--- src/rtl/fp_mult_pipe.sv ---
// Three-stage floating-point multiplier: unpack/classify, mantissa product, normalise/round/pack.
// Subnormals flush to zero; all stages advance together under valid/ready backpressure.
module fp_mult_pipe #(
  parameter int EXP_W = 8,
  parameter int MAN_W = 23
) (
  input  logic                     clk,
  input  logic                     rst_n,
  input  logic                     in_valid,
  output logic                     in_ready,
  input  logic [EXP_W+MAN_W:0]     a,
  input  logic [EXP_W+MAN_W:0]     b,
  output logic                     out_valid,
  input  logic                     out_ready,
  output logic [EXP_W+MAN_W:0]     result,
  output logic [3:0]               flags
);

  localparam int SW     = EXP_W + 2;
  localparam int PW     = 2 * MAN_W + 2;
  localparam int BIAS_I = (1 << (EXP_W - 1)) - 1;
  localparam logic [SW-1:0] EMAX = SW'((1 << EXP_W) - 1);

  typedef enum logic [1:0] {K_NORM, K_ZERO, K_INF, K_NAN} kind_t;

  logic adv;
  assign adv      = !out_valid || out_ready;
  assign in_ready = adv;

  // Stage 1: classify operands and form the biased exponent sum
  logic [EXP_W-1:0] ea, eb;
  logic [MAN_W-1:0] fa, fb;
  logic             a_zero, b_zero, a_inf, b_inf, a_nan, b_nan;
  logic             u_inv;
  kind_t            u_kind;
  logic [SW-1:0]    u_exp;

  assign ea = a[EXP_W+MAN_W-1:MAN_W];
  assign eb = b[EXP_W+MAN_W-1:MAN_W];
  assign fa = a[MAN_W-1:0];
  assign fb = b[MAN_W-1:0];

  always_comb begin
    a_zero = (ea == '0);
    b_zero = (eb == '0);
    a_inf  = (ea == '1) && (fa == '0);
    b_inf  = (eb == '1) && (fb == '0);
    a_nan  = (ea == '1) && (fa != '0);
    b_nan  = (eb == '1) && (fb != '0);
    u_inv  = (a_inf && b_zero) || (b_inf && a_zero);
    u_exp  = {2'b00, ea} + {2'b00, eb} - SW'(BIAS_I);
    if (a_nan || b_nan || u_inv)  u_kind = K_NAN;
    else if (a_inf || b_inf)      u_kind = K_INF;
    else if (a_zero || b_zero)    u_kind = K_ZERO;
    else                          u_kind = K_NORM;
  end

  logic             s1_valid, s1_sign, s1_inv;
  kind_t            s1_kind;
  logic [SW-1:0]    s1_exp;
  logic [MAN_W:0]   s1_ma, s1_mb;

  logic             s2_valid, s2_sign, s2_inv;
  kind_t            s2_kind;
  logic [SW-1:0]    s2_exp;
  logic [PW-1:0]    s2_prod;

  // Stage 3: normalise by at most one place, round to nearest even, pack
  logic              norm, guard, sticky, round_up, carry;
  logic [MAN_W:0]    mant_n;
  logic [MAN_W+1:0]  mant_r;
  logic [MAN_W-1:0]  man_f;
  logic [SW-1:0]     exp_f;
  logic [EXP_W+MAN_W:0] r_next;
  logic [3:0]        f_next;

  always_comb begin
    norm     = s2_prod[PW-1];
    mant_n   = norm ? s2_prod[PW-1:MAN_W+1] : s2_prod[PW-2:MAN_W];
    guard    = norm ? s2_prod[MAN_W]        : s2_prod[MAN_W-1];
    sticky   = norm ? |s2_prod[MAN_W-1:0]   : |s2_prod[MAN_W-2:0];
    round_up = guard && (sticky || mant_n[0]);
    mant_r   = {1'b0, mant_n} + (MAN_W+2)'(round_up);
    carry    = mant_r[MAN_W+1];
    man_f    = carry ? '0 : mant_r[MAN_W-1:0];
    exp_f    = s2_exp + SW'(norm) + SW'(carry);
    r_next   = '0;
    f_next   = '0;
    case (s2_kind)
      K_NAN: begin
        r_next = {1'b0, {EXP_W{1'b1}}, 1'b1, {(MAN_W-1){1'b0}}};
        f_next = {s2_inv, 3'b000};
      end
      K_INF:  r_next = {s2_sign, {EXP_W{1'b1}}, {MAN_W{1'b0}}};
      K_ZERO: r_next = {s2_sign, {(EXP_W+MAN_W){1'b0}}};
      default: begin
        if ($signed(exp_f) >= $signed(EMAX)) begin
          r_next = {s2_sign, {EXP_W{1'b1}}, {MAN_W{1'b0}}};
          f_next = 4'b0101;
        end else if (exp_f[SW-1] || exp_f == '0) begin
          r_next = {s2_sign, {(EXP_W+MAN_W){1'b0}}};
          f_next = 4'b0011;
        end else begin
          r_next = {s2_sign, exp_f[EXP_W-1:0], man_f};
          f_next = {3'b000, guard || sticky};
        end
      end
    endcase
  end

  always_ff @(posedge clk or negedge rst_n) begin
    if (!rst_n) begin
      s1_valid  <= 1'b0;
      s1_sign   <= 1'b0;
      s1_inv    <= 1'b0;
      s1_kind   <= K_NORM;
      s1_exp    <= '0;
      s1_ma     <= '0;
      s1_mb     <= '0;
      s2_valid  <= 1'b0;
      s2_sign   <= 1'b0;
      s2_inv    <= 1'b0;
      s2_kind   <= K_NORM;
      s2_exp    <= '0;
      s2_prod   <= '0;
      out_valid <= 1'b0;
      result    <= '0;
      flags     <= '0;
    end else if (adv) begin
      s1_valid  <= in_valid;
      s1_sign   <= a[EXP_W+MAN_W] ^ b[EXP_W+MAN_W];
      s1_inv    <= u_inv;
      s1_kind   <= u_kind;
      s1_exp    <= u_exp;
      s1_ma     <= {1'b1, fa};
      s1_mb     <= {1'b1, fb};
      s2_valid  <= s1_valid;
      s2_sign   <= s1_sign;
      s2_inv    <= s1_inv;
      s2_kind   <= s1_kind;
      s2_exp    <= s1_exp;
      s2_prod   <= PW'(s1_ma) * PW'(s1_mb);
      out_valid <= s2_valid;
      if (s2_valid) begin
        result <= r_next;
        flags  <= f_next;
      end
    end
  end

endmodule

--- config.mk ---
export PLATFORM = sky130hd
export DESIGN_NAME = fp_mult_pipe
export DESIGN_NICKNAME = d
export VERILOG_FILES = /design/src/rtl/fp_mult_pipe.sv
export SDC_FILE = /design/constraint.sdc
export NUM_CORES = 2
export LEC_CHECK = 0
export CAP_MARGIN = 20
export CORE_MARGIN = 10
export CORE_UTILIZATION = 35
export DETAILED_ROUTE_END_ITERATION = 6
export PLACE_DENSITY_LB_ADDON = 0.2
export SYNTH_ARGS = -nofsm -noshare
export SYNTH_HDL_FRONTEND = slang
export SYNTH_SLANG_ARGS = --single-unit
--- constraint.sdc ---
create_clock -name clk -period 7.7 [get_ports clk]
set_clock_uncertainty 0.1 [all_clocks]
set_input_delay 1.925 -clock clk [delete_from_list [all_inputs] [get_ports clk]]
set_output_delay 1.925 -clock clk [all_outputs]
set_load 0.005 [all_outputs]
### Yosys cells after proc, flatten, opt, wreduce, memory -nomap -nowiden

Cells that the tools add are included.

| operators by class | value |
|---|---|
| equality and inequality tests | 5 |
| bitwise logic cells | 1 |
| multipliers | 1 |
| reductions and logical operators | 28 |
| add/subtract/negate cells | 5 |
| muxes and demuxes | 13 |
| $lt $le $gt $ge | 1 |

Operators with widths:

| operator | number |
|---|---|
| $pmux W32 S3 | 1 |
| $mux W31 | 2 |
| $mul A24 B24 Y48 | 1 |
| $logic_not A23 Y1 | 2 |
| $reduce_bool A23 Y1 | 2 |
| $add A24 B1 Y25 | 1 |
| $mux W24 | 1 |
| $mux W23 | 1 |
| $reduce_or A23 Y1 | 1 |
| $reduce_or A22 Y1 | 1 |
| $add A10 B1 Y10 | 2 |
| $eq A8 B8 Y1 const B | 2 |
| $logic_not A8 Y1 | 2 |
| $ge A10 B9 Y1 const B | 1 |
| $logic_not A10 Y1 | 1 |
| $sub A9 B7 Y10 const B | 1 |
| $add A8 B8 Y9 | 1 |
| $logic_or A1 B1 Y1 | 9 |
| $pmux W4 S2 | 1 |
| $logic_and A1 B1 Y1 | 7 |
| $mux W2 | 3 |
| $eq A2 B2 Y1 const B | 2 |
| $mux W1 | 3 |
| $mux W3 | 1 |
| other kinds (5) | 5 |

| storage, ports and cells | value |
|---|---|
| bits of input ports | 68 |
| logic and storage cells | 70 |
| register bits | 163 |

### Logic depth before layout (Yosys ltp)

| depth | value |
|---|---|
| depth after elaboration | 11 |
| mapped depth | 27 |

### Least setup slack after synthesis

No wires, ideal clock.

| path | value |
|---|---|
| kind | register to register |
| from | register s1_mb[3] |
| to | register s2_prod[31] |
| setup time | 140 ps |
| data arrival time | 6,581 ps |
| setup slack | 879 ps |
| cell stages (with the launch flop) | 27 |
| period minus slack after synthesis | 6,821 ps |
| cells stage by stage | dfrtp_1 clkbuf_1 clkbuf_1 nand2_1 fa_1 inv_1 fa_1 inv_1 fa_1 inv_1 fa_1 inv_1 fa_1 inv_1 fa_1 inv_1 fa_1 inv_1 ha_1 a21o_1 a21o_1 a21oi_1 o21ai_0 a311o_1 a31o_1 a2111oi_0 a211oi_1 |

| between the ends | value |
|---|---|
| longest elaborated chain between the ends | 1 |

RTL lines:

| what | RTL line | text |
|---|---|---|
| start, declared | 61 | `logic [MAN_W:0] s1_ma, s1_mb;` |
| start signal, assigned | 136 | `s1_mb <= {1'b1, fb};` |
| $mul A24 B24 Y48 | 142 | `s2_prod <= PW'(s1_ma) * PW'(s1_mb);` |
| end signal, assigned | 142 |  |
| end, declared | 66 | `logic [PW-1:0] s2_prod;` |

Every way passes these cells.
A chain may end at the register's enable or synchronous reset.

### Worst setup path in the final report

Same ends and word-level chain as after synthesis.

==> reports/metrics.yaml <==
floorplan:
  rows: 101
  die_w_um: 296.8
  io_pins: 106
  start_util_pct: 35.32
  die_h_um: 296.8
  core_um2: 75950
  die_area_um2: 88110
cells_and_area:
  drive_above_1_share_pct: 4.683
  layout_common_cells: "nand2_1 (578), inv_1 (551), fa_1 (484)"
  n_fill_cell: 7816
  layout_commonest_cell: "nand2_1"
  fin_nets: 3827
  area_growth_pct: 11.10
logic_synthesis:
  syn_area_per_cell_um2: 8.832
  ys.flop_type: "dfrtp_1"
  ys_ff_latch: 162
  synth-edff-count: 0
  async_flop_share_pct: 100.0
  ys_seq_area_share_pct: 15.11
  synth_nets: 3781
  synth_cells: 3037
  synth_cell_type_count: 71
  synth_warnings: 0
  netlist_area_um2: 26820
timing:
  grt_setup_unrepaired: "false"
  fin_crit_ps: 7260
  slew_viol_final: 0
  setup_violations: 0
  maxSlewHeadroom_pct: 36.88
  period_share_pct: 94.28
  fin_tns_setup_ps: 0
  finalHoldViolations: 0
  tightest_slew_ps: 943.3
  fmaxAchievable_mhz: 137.7
clock_network:
  cts-resized-gates: 0
  clkSinkCount: 162
  post-cts-setup-buffers: 0
  hold_buffers: 0
  clock_latency_ps: 500
  cts_tree: "yes"
  clock_path_buffers: 2
  h-tree-depth: 4
  path_clk_slew_ps: 80
  cts_buffers: 17
  cts-root-buf: "clkbuf_16"
route:
  vias_per_cell: 4.781
  firstDrtPassIters: 5
  wl_per_cell_um: 17.48
  drtAntennaViolNets: 0
  wl_um: 72140
  drc: 0
  vias: 19740
  drtIter0Drc: 1047
setup_path:
  critical_path_class: "reg2reg"
  critPathSlowestCell: "dfrtp_1"
  cp.arrival_ps: 7520
  startpoint_type: "flop"
  required_ps: 7960
  critical_path.max_stage_delay_ps: 670
  worst_setup_path_end_kind: "flop"
  worstPathCellList: "buf_4 > nand2_1 > fa_1 > inv_1 > fa_1 > inv_1 > fa_1 > inv_1 > fa_1 > fa_1 > fa_1 > inv_1 > fa_1 > inv_1 > ha_1 > a21o_1 > a21o_1 > a21oi_1 > o21ai_0 > a311o_1 > a31o_1 > a2111oi_0 > a211oi_1"
  path_max_fanout: 14
  crit_top_cell: "fa_1"
grt:
  grt_overflow_total: 0
  grt_pass1_wl_um: 117600
  grtUsageTotal_pct: 16.78
  grt_max_degree: 91
  grt_pass1_vias: 20950
  antenna_found_initial: 1
placed_design:
  gp_congestion: 0.8514
  hpwl_um: 59770
  io_buffers: 105
job:
  maxCapViolations: 0
worst_hold_path:
  hold_class: "reg2reg"
run_status:
  status: "completed"
-- worst paths after layout --
kind	from	end	slack [ps]	depth (start not counted)
max	s1_mb[3]	s2_prod[31]	440	23
min	result[31]	result[31]	370	2
max reg2reg	s1_mb[3]	s2_prod[31]	440	23
min reg2reg	result[31]	result[31]	370	2
max in group asynchronous	rst_n	s1_ma[16]	5010	2
min in group asynchronous	rst_n	result[26]	1380	1
-- cells by family (layout without fill, tap and decap cells) --
| logic type | count (synthesis) | count (layout) | synth area share, % |
|---|---|---|---|
| buffers and inverters | 720 | 779 | 10.18 |
| flip-flops | 162 | 162 | 15.11 |
| AO/OA/AOI/OAI | 273 | 273 | 6.680 |
| other | 0 | 2 | 0 |
| multiplexers | 13 | 13 | 0.4991 |
| XOR/XNOR | 91 | 91 | 2.971 |
| adder cells (fa/ha/maj) | 676 | 676 | 45.08 |
| AND/OR/NAND/NOR | 1102 | 1102 | 19.47 |
-- worst max-delay path, delay by kind of cell, from the launching register on --
| kind | cells | cell delay, ps |
|---|---|---|
| AND/OR/NAND/NOR | 1 | 110 |
| adder cells (fa/ha/maj) | 8 | 3860 |
| buffers and inverters | 6 | 590 |
| flip-flops | 1 | 670 |
| AO/OA/AOI/OAI | 8 | 1790 |
-- synthesized netlist by cell type, types with 30 or more instances --
library cell	number	area (um^2)
inv_1	551	2068
a21o_1	30	225.2
and2_1	294	1839
nand2_1	578	2170
o21ai_0	46	230.2
clkbuf_1	147	551.8
dfrtp_1	162	4054
fa_1	484	9689
xor2_1	31	271.5
nor2_1	90	337.8
xnor2_1	60	525.5
ha_1	192	2402
nand3_1	38	190.2
a21oi_1	95	475.5
-- per-stage QoR --
stage               util, %  setup slack (ps)  instances  cell area, um^2  hold slack, ps
finish                39.24             440.3       4128            29800           370.2
global route          39.23             34.74       4126            29790           384.3
CTS                   39.22             393.9       4125            29790           372.6
detailed placement    38.43             435.6       4093            29190           356.2
global placement      38.43             495.6       4093            29190           352.2
floorplan                 -             878.6       3037            26820           338.4
-- metal layers --
layer	track usage, %	vias up	part of all wire (%)	routed length (um)
li1	-	9304	-	-
met1	22.97	10060	46	33430
met2	27.77	315	49	35040
met3	2.720	56	3.6	2624
met4	3.208	0	1.4	1045
met5	0	-	0	0
-- state kept, by name, indices dropped and copies added, names as in the netlist --
register / count
s2_prod: 48
result: 32
s1_ma: 24
s1_mb: 23
s1_exp: 10
s2_exp: 10
flags: 4
s1_kind: 2
s2_kind: 2
out_valid: 1
s1_inv: 1
s1_sign: 1
s1_valid: 1
s2_inv: 1
s2_sign: 1
s2_valid: 1
-- final cells by class --
class / count / area, um^2 / share of cell area, %
clock buffers: 18 / 429.2 / 1.440
multi-input cells: 2155 / 20050 / 67.28
flip-flops and latches: 162 / 4055 / 13.61
diodes: 2 / 5.005 / 0.01679
clock inverters: 14 / 168.9 / 0.5668
repair buffers: 195 / 1728 / 5.798
well taps: 1030 / 1289 / 4.325
inverters: 552 / 2074 / 6.961
Power is left out: the tool's default activity adds up to more than one toggle a clock period on the data nets, which glitch-free logic cannot reach.
